--- src/rtl/adder_pipe.sv ---
// adder_pipe: pipelined WIDTH-bit adder, one CHUNK-bit slice per stage.
// Define ADDER_PIPE_SUB_EN to add a sub port computing a - b - cin.
module adder_pipe #(
   parameter int WIDTH = 16,
   parameter int CHUNK = 4
) (
   input  logic             clk,
   input  logic             rst,
   input  logic             in_valid,
   output logic             in_ready,
   input  logic [WIDTH-1:0] a,
   input  logic [WIDTH-1:0] b,
   input  logic             cin,
`ifdef ADDER_PIPE_SUB_EN
   input  logic             sub,
`endif
   output logic             out_valid,
   input  logic             out_ready,
   output logic [WIDTH-1:0] s,
   output logic             cout
);

   localparam int CSAFE  = (CHUNK < 1) ? 1 : CHUNK;
   localparam int STAGES = (WIDTH / CSAFE < 1) ? 1 : WIDTH / CSAFE;

   if (CHUNK < 1 || (WIDTH % CSAFE) != 0 || WIDTH < CSAFE) begin : g_bad
      $error("adder_pipe: WIDTH must be a positive multiple of CHUNK");
   end

   logic [WIDTH-1:0] b_in;
   logic             c_in;

`ifdef ADDER_PIPE_SUB_EN
   // subtract as a + ~b + !cin so cout reads as "no borrow"
   assign b_in = sub ? ~b : b;
   assign c_in = sub ? ~cin : cin;
`else
   assign b_in = b;
   assign c_in = cin;
`endif

   logic [STAGES-1:0] vld_q, cy_q, vld_d, cy_d;
   logic [WIDTH-1:0]  a_q [STAGES];
   logic [WIDTH-1:0]  b_q [STAGES];
   logic [WIDTH-1:0]  s_q [STAGES];
   logic [WIDTH-1:0]  a_d [STAGES];
   logic [WIDTH-1:0]  b_d [STAGES];
   logic [WIDTH-1:0]  s_d [STAGES];
   logic              advance;

   logic [WIDTH-1:0]  ai, bi, si;
   logic              ci, vi;
   logic [CSAFE:0]    t;

   assign advance  = !vld_q[STAGES-1] || out_ready;
   assign in_ready = advance;

   always_comb begin
      ai    = '0;
      bi    = '0;
      si    = '0;
      ci    = 1'b0;
      vi    = 1'b0;
      t     = '0;
      vld_d = '0;
      cy_d  = '0;
      for (int k = 0; k < STAGES; k++) begin
         a_d[k] = '0;
         b_d[k] = '0;
         s_d[k] = '0;
      end
      for (int k = 0; k < STAGES; k++) begin
         int p;
         p = (k == 0) ? 0 : k - 1;
         if (k == 0) begin
            ai = a;
            bi = b_in;
            ci = c_in;
            si = '0;
            vi = in_valid;
         end else begin
            ai = a_q[p];
            bi = b_q[p];
            ci = cy_q[p];
            si = s_q[p];
            vi = vld_q[p];
         end
         t = {1'b0, ai[k*CSAFE +: CSAFE]}
           + {1'b0, bi[k*CSAFE +: CSAFE]}
           + {{CSAFE{1'b0}}, ci};
         si[k*CSAFE +: CSAFE] = t[CSAFE-1:0];
         a_d[k]   = ai;
         b_d[k]   = bi;
         s_d[k]   = si;
         cy_d[k]  = t[CSAFE];
         vld_d[k] = vi;
      end
   end

   // the whole pipe moves or holds as one
   always_ff @(posedge clk) begin
      if (rst) begin
         vld_q <= '0;
         cy_q  <= '0;
         for (int k = 0; k < STAGES; k++) begin
            a_q[k] <= '0;
            b_q[k] <= '0;
            s_q[k] <= '0;
         end
      end else if (advance) begin
         vld_q <= vld_d;
         cy_q  <= cy_d;
         for (int k = 0; k < STAGES; k++) begin
            a_q[k] <= a_d[k];
            b_q[k] <= b_d[k];
            s_q[k] <= s_d[k];
         end
      end
   end

   assign out_valid = vld_q[STAGES-1];
   assign s         = s_q[STAGES-1];
   assign cout      = cy_q[STAGES-1];

endmodule

--- config.mk ---
export PLATFORM = sky130hd
export DESIGN_NAME = adder_pipe
export DESIGN_NICKNAME = d
export VERILOG_FILES = /design/src/rtl/adder_pipe.sv
export SDC_FILE = /design/constraint.sdc
export NUM_CORES = 1
export LEC_CHECK = 0
export CORE_ASPECT_RATIO = 1.4
export CORE_MARGIN = 2
export CORE_UTILIZATION = 59
export DETAILED_ROUTE_END_ITERATION = 7
export GPL_ROUTABILITY_DRIVEN = 0
export PLACE_DENSITY = 0.85
export SLEW_MARGIN = 20
export SYNTH_ARGS = -nofsm -noshare
export SYNTH_HDL_FRONTEND = slang
export SYNTH_SLANG_ARGS = --single-unit
export TNS_END_PERCENT = 5
--- constraint.sdc ---
create_clock -name clk -period 8.1 [get_ports clk]
set_clock_uncertainty 0.05 [all_clocks]
set_input_delay 1.215 -clock clk [delete_from_list [all_inputs] [get_ports clk]]
set_output_delay 1.215 -clock clk [all_outputs]
set_load 0.01 [all_outputs]
# Word level (Yosys, flattened, before mapping)
# Memories as Yosys holds them, arrays and structs flattened.
# Index checks and enable logic that the tools add are counted.
dict set report word_totals {
  register_bits 8
  ram_bits 192
  output_inout_bits 19
  wordCells 44
  mem_count 3
}
# memory depth word_bits read_ports rd_clocked_by_memory_dff wr line_no
set memory_table {}
lappend memory_table {a_q 4 16 3 0 4 43} ;# logic [WIDTH-1:0] a_q [STAGES];
lappend memory_table {b_q 4 16 3 0 4 44} ;# logic [WIDTH-1:0] b_q [STAGES];
lappend memory_table {s_q 4 16 4 0 4 45} ;# logic [WIDTH-1:0] s_q [STAGES];
dict set report op_classes {
  n_addsub 8
  mux 17
  n_bitwise 12
  n_reduce_logical 2
}
# cell count
set op_table {}
lappend op_table {{16-bit two-way mux} 12}
lappend op_table {{4-bit by 4-bit adder with 5-bit output} 4}
lappend op_table {{5-bit by 1-bit adder with 5-bit output} 4}
lappend op_table {{1-bit bitwise OR} 12}
lappend op_table {{1-bit two-way mux} 5}
lappend op_table {{1-bit zero test} 1}
lappend op_table {{1-bit logical OR} 1}

# Longest topological paths before layout
# Gate-level depths: netlist of run 1.
dict set report depth {
  depth_word 6
  ltp_mapped 6
}

# Worst setup path after synthesis of run 1
# Ideal clock, no wire load.
dict set report synth_timing {
  path_type {input-to-reg}
  startpoint {in rst}
  endpoint {mem a_q[0][10] (enable)}
  setup_ns 0.847
  arrival_ns 2.991
  required_ns 7.203
  path_slack_ns 4.211
  cell_stages 3
  n_path_buf 1
  cell_sequence {inv_1 -> clkbuf_1 -> nand2_1}
}
# element line_no
set synth_rtl {}
lappend synth_rtl {{start: declaration} 8} ;# input logic rst,
lappend synth_rtl {{end: declaration} 43}

==> run_results.csv, run 1 <==
group,metric,value,unit
synthesis,synth_top_area_share,64.5,%
synthesis,synth_seq_cells,96,
sta,finalSetupTns,0,ps
synthesis,postSynthCellCount,285,
cts,clock_sink_count,96,
synthesis,postSynthNetCount,342,
critical_path,worst-path-max-fanout,88,
placed_design,portBuffers,55,
floorplanning,rows,35,
cts,clk_latency,360,ps
placed_design,placed_cells,412,
detailed_routing,drt_pre_antenna_iters,4,
floorplanning,coreArea,6660,µm²
synthesis,avgSynthCellArea,14.4,µm²
critical_path,cp.required,8030,ps
synthesis,synth-async-reset-ratio,0,%
critical_path,ff2ff_path_depth,5,
cts,cts_buffer_depth,2,
placed_design,dpl.hpwl,3.97,mm
finish,num-nets-final,388,
critical_path,start_kind,"primary input",
grt,antenna_found_initial,0,
worst_hold_path,hp-class,"flop to flop",
grt,grt_pass1_vias,2362,
sta,fin_ws,4120,ps
sta,rsz0062_at_grt,"no",
sta,tightest_slew,1100,ps
detailed_routing,first_iter_violations,197,
floorplanning,die_w,74.4,µm
cts,cts_tree,"built",
worst_hold_path,hold_depth,2,
pwr,switching_share,21.6,%
grt,grt_first_pass_wirelength,10.6,mm
critical_path,critical_path_class,"primary input to flop",
sta,finalMaxSlewViolations,0,
synthesis,synth_top_flop_cell,"edfxtp_1",
finish,utilization,73.2,%
grt,grt.overflow.total,0,
synthesis,yosysTopAreaCell,"edfxtp_1",
synthesis,synth_edf_count,88,
detailed_routing,drc,0,
pwr,p_switching,210,µW
detailed_routing,wl_per_cell,14.9,µm
finish,area_growth_syn_to_layout,18.9,%
floorplanning,start_util,61.6,%
finish,finalNonFillerCells,428,
detailed_routing,dr_total_vias,2324,
grt,grt_usage,18.8,%
finish,fillers,454,
pwr,total_power,971,µW
synthesis,yosysUniqueCellTypes,25,
detailed_routing,postRouteWirelength,6.36,mm
pwr,p_leak,0.00225,µW
placed_design,pre_cts_slack,3930,ps
synthesis,yosysMostFrequentCell,"edfxtp_1",
pwr,p_clk_share,32.3,%
cts,hold_buffers,0,
cts,clk_pin_slew_worst_paths,90,ps
run_status,status,"completed",
detailed_routing,antenna_left,0,
cts,post_cts_buffers,0,
detailed_routing,avgViaCountPerCell,5.43,
grt,grt_max_degree,93,
cts,numCtsBuffers,9,
pwr,p_int,761,µW
sta,hold_viol_final,0,
cts,root_buffer,"clkbuf_8",
pwr,p_per_area,199,nW/µm²
synthesis,synth_area,4100,µm²
sta,slew_headroom,26.8,%
critical_path,crit_path_end_kind,"flop",
synthesis,yosysWarnings,0,
synthesis,synth.area.top_cells,"edfxtp_1, and3_1, dfxtp_1",
sta,finalCritPeriodShare,49.1,%
finish,drive_above_1_share,6.25,%
cts,htreeDepth,3,
synthesis,synth_commonest_cells,"edfxtp_1, and3_1, ha_1",
run,maxCapViolCount,0,
floorplanning,die_h,103,µm
cts,cts.repair.resized,0,
pwr,ir_drop,150,µV
finish,n_antenna_cell,0,
critical_path,crit_arrival,3910,ps
pwr,p_seq_share,59.6,%
floorplanning,ioPinCount,56,
pwr,comb_power_share,8.1,%
sta,max_freq,0.251,GHz
sta,setup_viol_count_final,0,
sta,layout_min_cycle_time,3980,ps
synthesis,synth.yosys.seq_area_share,68.4,%
floorplanning,dieArea,7640,µm²
## worst max-delay path, stage by stage
cell and delay [ps]:
clkdlybuf4s50_1 720, clkinv_2 760, nand2_4 1150
## routing by layer
metal / vias up / track usage (%) / share of wire, %
li1: 1142 / - / -
met1: 1107 / 21.9 / 40
met2: 60 / 32.8 / 54
met3: 15 / 2.74 / 3.0
met4: 0 / 10.4 / 2.7
met5: - / 0 / 0
## cells by family after synthesis
| logic type | synth area share [%] |
|---|---|
| AND/OR/NAND/NOR | 15.8 |
| adder cells (fa/ha/maj) | 7.57 |
| multiplexers | 0.977 |
| flip-flops | 68.4 |
| buffers and inverters | 3.51 |
| XOR/XNOR | 0.427 |
| AO/OA/AOI/OAI | 3.30 |
## sequential cells by signal, summed over array words and instances, names as in the netlist
name,cells
cy_q,4
b_q,24
a_q,24
s_q,40
vld_q,4
## final timing paths
check                   startpoint                 endpoint  slack (ps)
max                            rst  b_q[0][6]$_SDFFCE_PN0P_        4120
min          vld_q[1]$_SDFFE_PP0P_    vld_q[1]$_SDFFE_PP0P_         420
max reg2reg  vld_q[3]$_SDFFE_PP0P_  s_q[0][2]$_SDFFCE_PN0P_        6040
min reg2reg  vld_q[1]$_SDFFE_PP0P_    vld_q[1]$_SDFFE_PP0P_         420
## stage by stage
stage / instance area [µm²] / hold WS, ps
5_1_grt: 4870 / 434
6_report: 4870 / 415
4_1_cts: 4870 / 412
3_5_place_dp: 4670 / 398
3_3_place_gp: 4670 / 388
2_1_floorplan: 4100 / 382
## power by group through the flow
stage	Clock (µW)	Sequential, µW	Combinational (µW)
floorplan	0	590	40.8
global placement	0	588	74.6
detailed placement	0	591	78.4
CTS	317	579	79.1
global route	337	582	88.2
finish	313	579	78.7
## cells in the final DEF (no fill, tap or decap), drive strengths merged
master / count
buf: 1
a211oi: 2
nand3: 4
clkbuf: 9
inv: 8
fa: 8
o21ai: 4
bufinv: 1
nor2b: 5
and3: 78
a21o: 6
clkdlybuf4s50: 55
ha: 12
a21oi: 11
or3: 4
dfxtp: 8
nor3: 2
edfxtp: 88
xnor2: 2
nor2: 10
clkinv: 3
clkinvlp: 3
mux2i: 4
nand2: 8
## area by class of cell
type                            count  area [µm²]  area share [%]
Clock inverter                      7        81.3            1.67
Multi-Input combinational cell    160        1160            23.8
Sequential cell                    96        2800            57.5
Tap cell                           92         115            2.36
Timing Repair Buffer               56         558            11.5
Clock buffer                        9         124            2.54
Inverter                            8        31.3           0.642
Power figures use the tool's default switching activity.
==> run 2, diff against run 1 <==
--- a/config.mk
+++ b/config.mk
@@ -7,10 +7,10 @@
 export LEC_CHECK = 0
 export CORE_ASPECT_RATIO = 1.4
 export CORE_MARGIN = 2
-export CORE_UTILIZATION = 59
+export CORE_UTILIZATION = 49
 export DETAILED_ROUTE_END_ITERATION = 7
 export GPL_ROUTABILITY_DRIVEN = 0
-export PLACE_DENSITY = 0.85
+export PLACE_DENSITY = 0.75
 export SLEW_MARGIN = 20
 export SYNTH_ARGS = -nofsm -noshare
 export SYNTH_HDL_FRONTEND = slang
==> constraint.sdc (replaced) <==
create_clock -name clk -period 3.4 [get_ports clk]
set_clock_uncertainty 0.05 [all_clocks]
set_input_delay 0.51 -clock clk [delete_from_list [all_inputs] [get_ports clk]]
set_output_delay 0.51 -clock clk [all_outputs]
set_load 0.01 [all_outputs]
==> run_results.csv, run 2 (synthesis gave the netlist of run 1 again) <==
group,metric,value,unit
run,maxCapViolCount,0,
floorplanning,rows,39,
sta,setup_viol_count_final,0,
grt,grt_first_pass_wirelength,10.8,mm
grt,grt.overflow.total,0,
detailed_routing,wl_per_cell,15.1,µm
grt,grt_pass1_vias,2342,
critical_path,crit_path_end_kind,"primary output",
sta,finalMaxSlewViolations,0,
critical_path,cp.required,2840,ps
worst_hold_path,min_from,"vld_q[1]$_SDFFE_PP0P_",
finish,final_cell_mix,"edfxtp_1, and3_1, clkdlybuf4s50_1, ha_1, a21oi_1",
sta,finalCritPeriodShare,76.3,%
cts,post_cts_buffers,0,
sta,hold_viol_final,0,
sta,layout_min_cycle_time,2590,ps
critical_path,cp_common_cell,"clkdlybuf4s50_1",
sta,slew_headroom,58.7,%
detailed_routing,dr_total_vias,2367,
critical_path,slowest_delay,540,ps
cts,clk_pin_slew_worst_paths,70,ps
detailed_routing,postRouteWirelength,6.66,mm
critical_path,crit_arrival,2030,ps
placed_design,portBuffers,55,
placed_design,post_dp_cell_area,4720,µm²
finish,reg_top3,"s_q: 40 flops, a_q: 24 flops, b_q: 24 flops",
pwr,p_per_area,523,nW/µm²
cts,root_buffer,"clkbuf_16",
finish,layout_commonest_cell,"edfxtp_1",
finish,num-nets-final,392,
grt,grt_usage,16.0,%
critical_path,r2r-end,"s_q[2][10]$_SDFFCE_PN0P_",
finish,largest_reg_flops,40,
cts,cts_tree,"built",
floorplanning,dieArea,9120,µm²
placed_design,dpl.hpwl,4.17,mm
grt,grt_max_degree,72,
cts,hold_buffers,0,
floorplanning,ioPinCount,56,
critical_path,worst-path-max-fanout,23,
cts,htreeDepth,3,
critical_path,critical_path_class,"primary input to primary output",
detailed_routing,antenna_left,0,
pwr,ir_drop,391,µV
floorplanning,die_h,112,µm
critical_path,ff2ff_path_depth,5,
pwr,p_leak,0.00233,µW
cts,clk_latency,340,ps
floorplanning,start_util,50.3,%
finish,n_antenna_cell,0,
critical_path,slowest_stage,"clkdlybuf4s50_1",
floorplanning,coreArea,8150,µm²
cts,clock_sink_count,96,
floorplanning,die_w,81.3,µm
sta,max_freq,0.386,GHz
worst_hold_path,hp-class,"flop to flop",
finish,drive_above_1_share,7.06,%
detailed_routing,drc,0,
worst_hold_path,hold_depth,2,
finish,top_register,"s_q",
critical_path,r2r-start,"vld_q[3]$_SDFFE_PP0P_",
run_status,status,"completed",
cts,cts_buffer_depth,2,
critical_path,path_cells,"clkdlybuf4s50_1 > nor2b_4 > inv_2 > clkdlybuf4s50_1",
worst_hold_path,whs_endpoint,"vld_q[1]$_SDFFE_PP0P_",
grt,antenna_found_initial,0,
detailed_routing,avgViaCountPerCell,5.36,
detailed_routing,drt_pre_antenna_iters,4,
critical_path,rrSetupSlack,1330,ps
critical_path,start_kind,"primary input",
sta,finalSetupTns,0,ps
detailed_routing,first_iter_violations,136,
sta,tightest_slew,619,ps
finish,area_growth_syn_to_layout,23.0,%
finish,postLayoutCellArea,5040,µm²
cts,cts.repair.resized,0,
sta,rsz0062_at_grt,"no",
cts,numCtsBuffers,9,
-- run 2: metrics by stage --
stage / utilization, % / instances / power (µW) / hold WS [ps] / setup WS (ps)
after floorplan: - / 285 / 1500 / 382 / 216
after global placement: 57.9 / 426 / 1590 / 390 / 806
after detailed placement: 57.9 / 426 / 1600 / 399 / 701
after CTS: 61.9 / 442 / 2660 / 406 / 798
after global routing: 61.9 / 442 / 2730 / 436 / 743
final: 61.9 / 442 / 2640 / 402 / 807
-- run 2: layer usage --
metal  global-route usage, %  vias up  wire [µm]
met4                    9.04        0        184
met2                    25.6       61       3410
met5                       0        -          0
met1                    19.2     1139       2810
met3                    4.50       11        263
li1                        -     1156          -
-- run 2: report_power, final --
part	switching, µW	internal [µW]
sequential	21.6	1360
clock	426	644
combinational	79.3	109
-- run 2: worst max path at each step --
stage,start,endpoint
6_report,out_ready,in_ready
5_1_grt,out_ready,in_ready
4_1_cts,out_ready,in_ready
3_5_place_dp,out_ready,s_q[2][10]$_SDFFCE_PN0P_
3_3_place_gp,out_ready,s_q[2][10]$_SDFFCE_PN0P_
2_1_floorplan,rst,a_q[0][10]$_SDFFCE_PN0P_
-- run 2: area by class of cell --
class,count,area [µm²]
inverter,8,30.0
clock buffer,9,225
tap,102,128
multi-input combinational,160,1160
timing repair buffer,60,601
clock inverter,7,96.3
sequential,96,2800
fill,609,3110
-- run 2: critical path, delay by kind of cell --
| kind | cells | cell delay, ps |
|---|---|---|
| buf+inv | 3 | 1210 |
| simple gates | 1 | 300 |
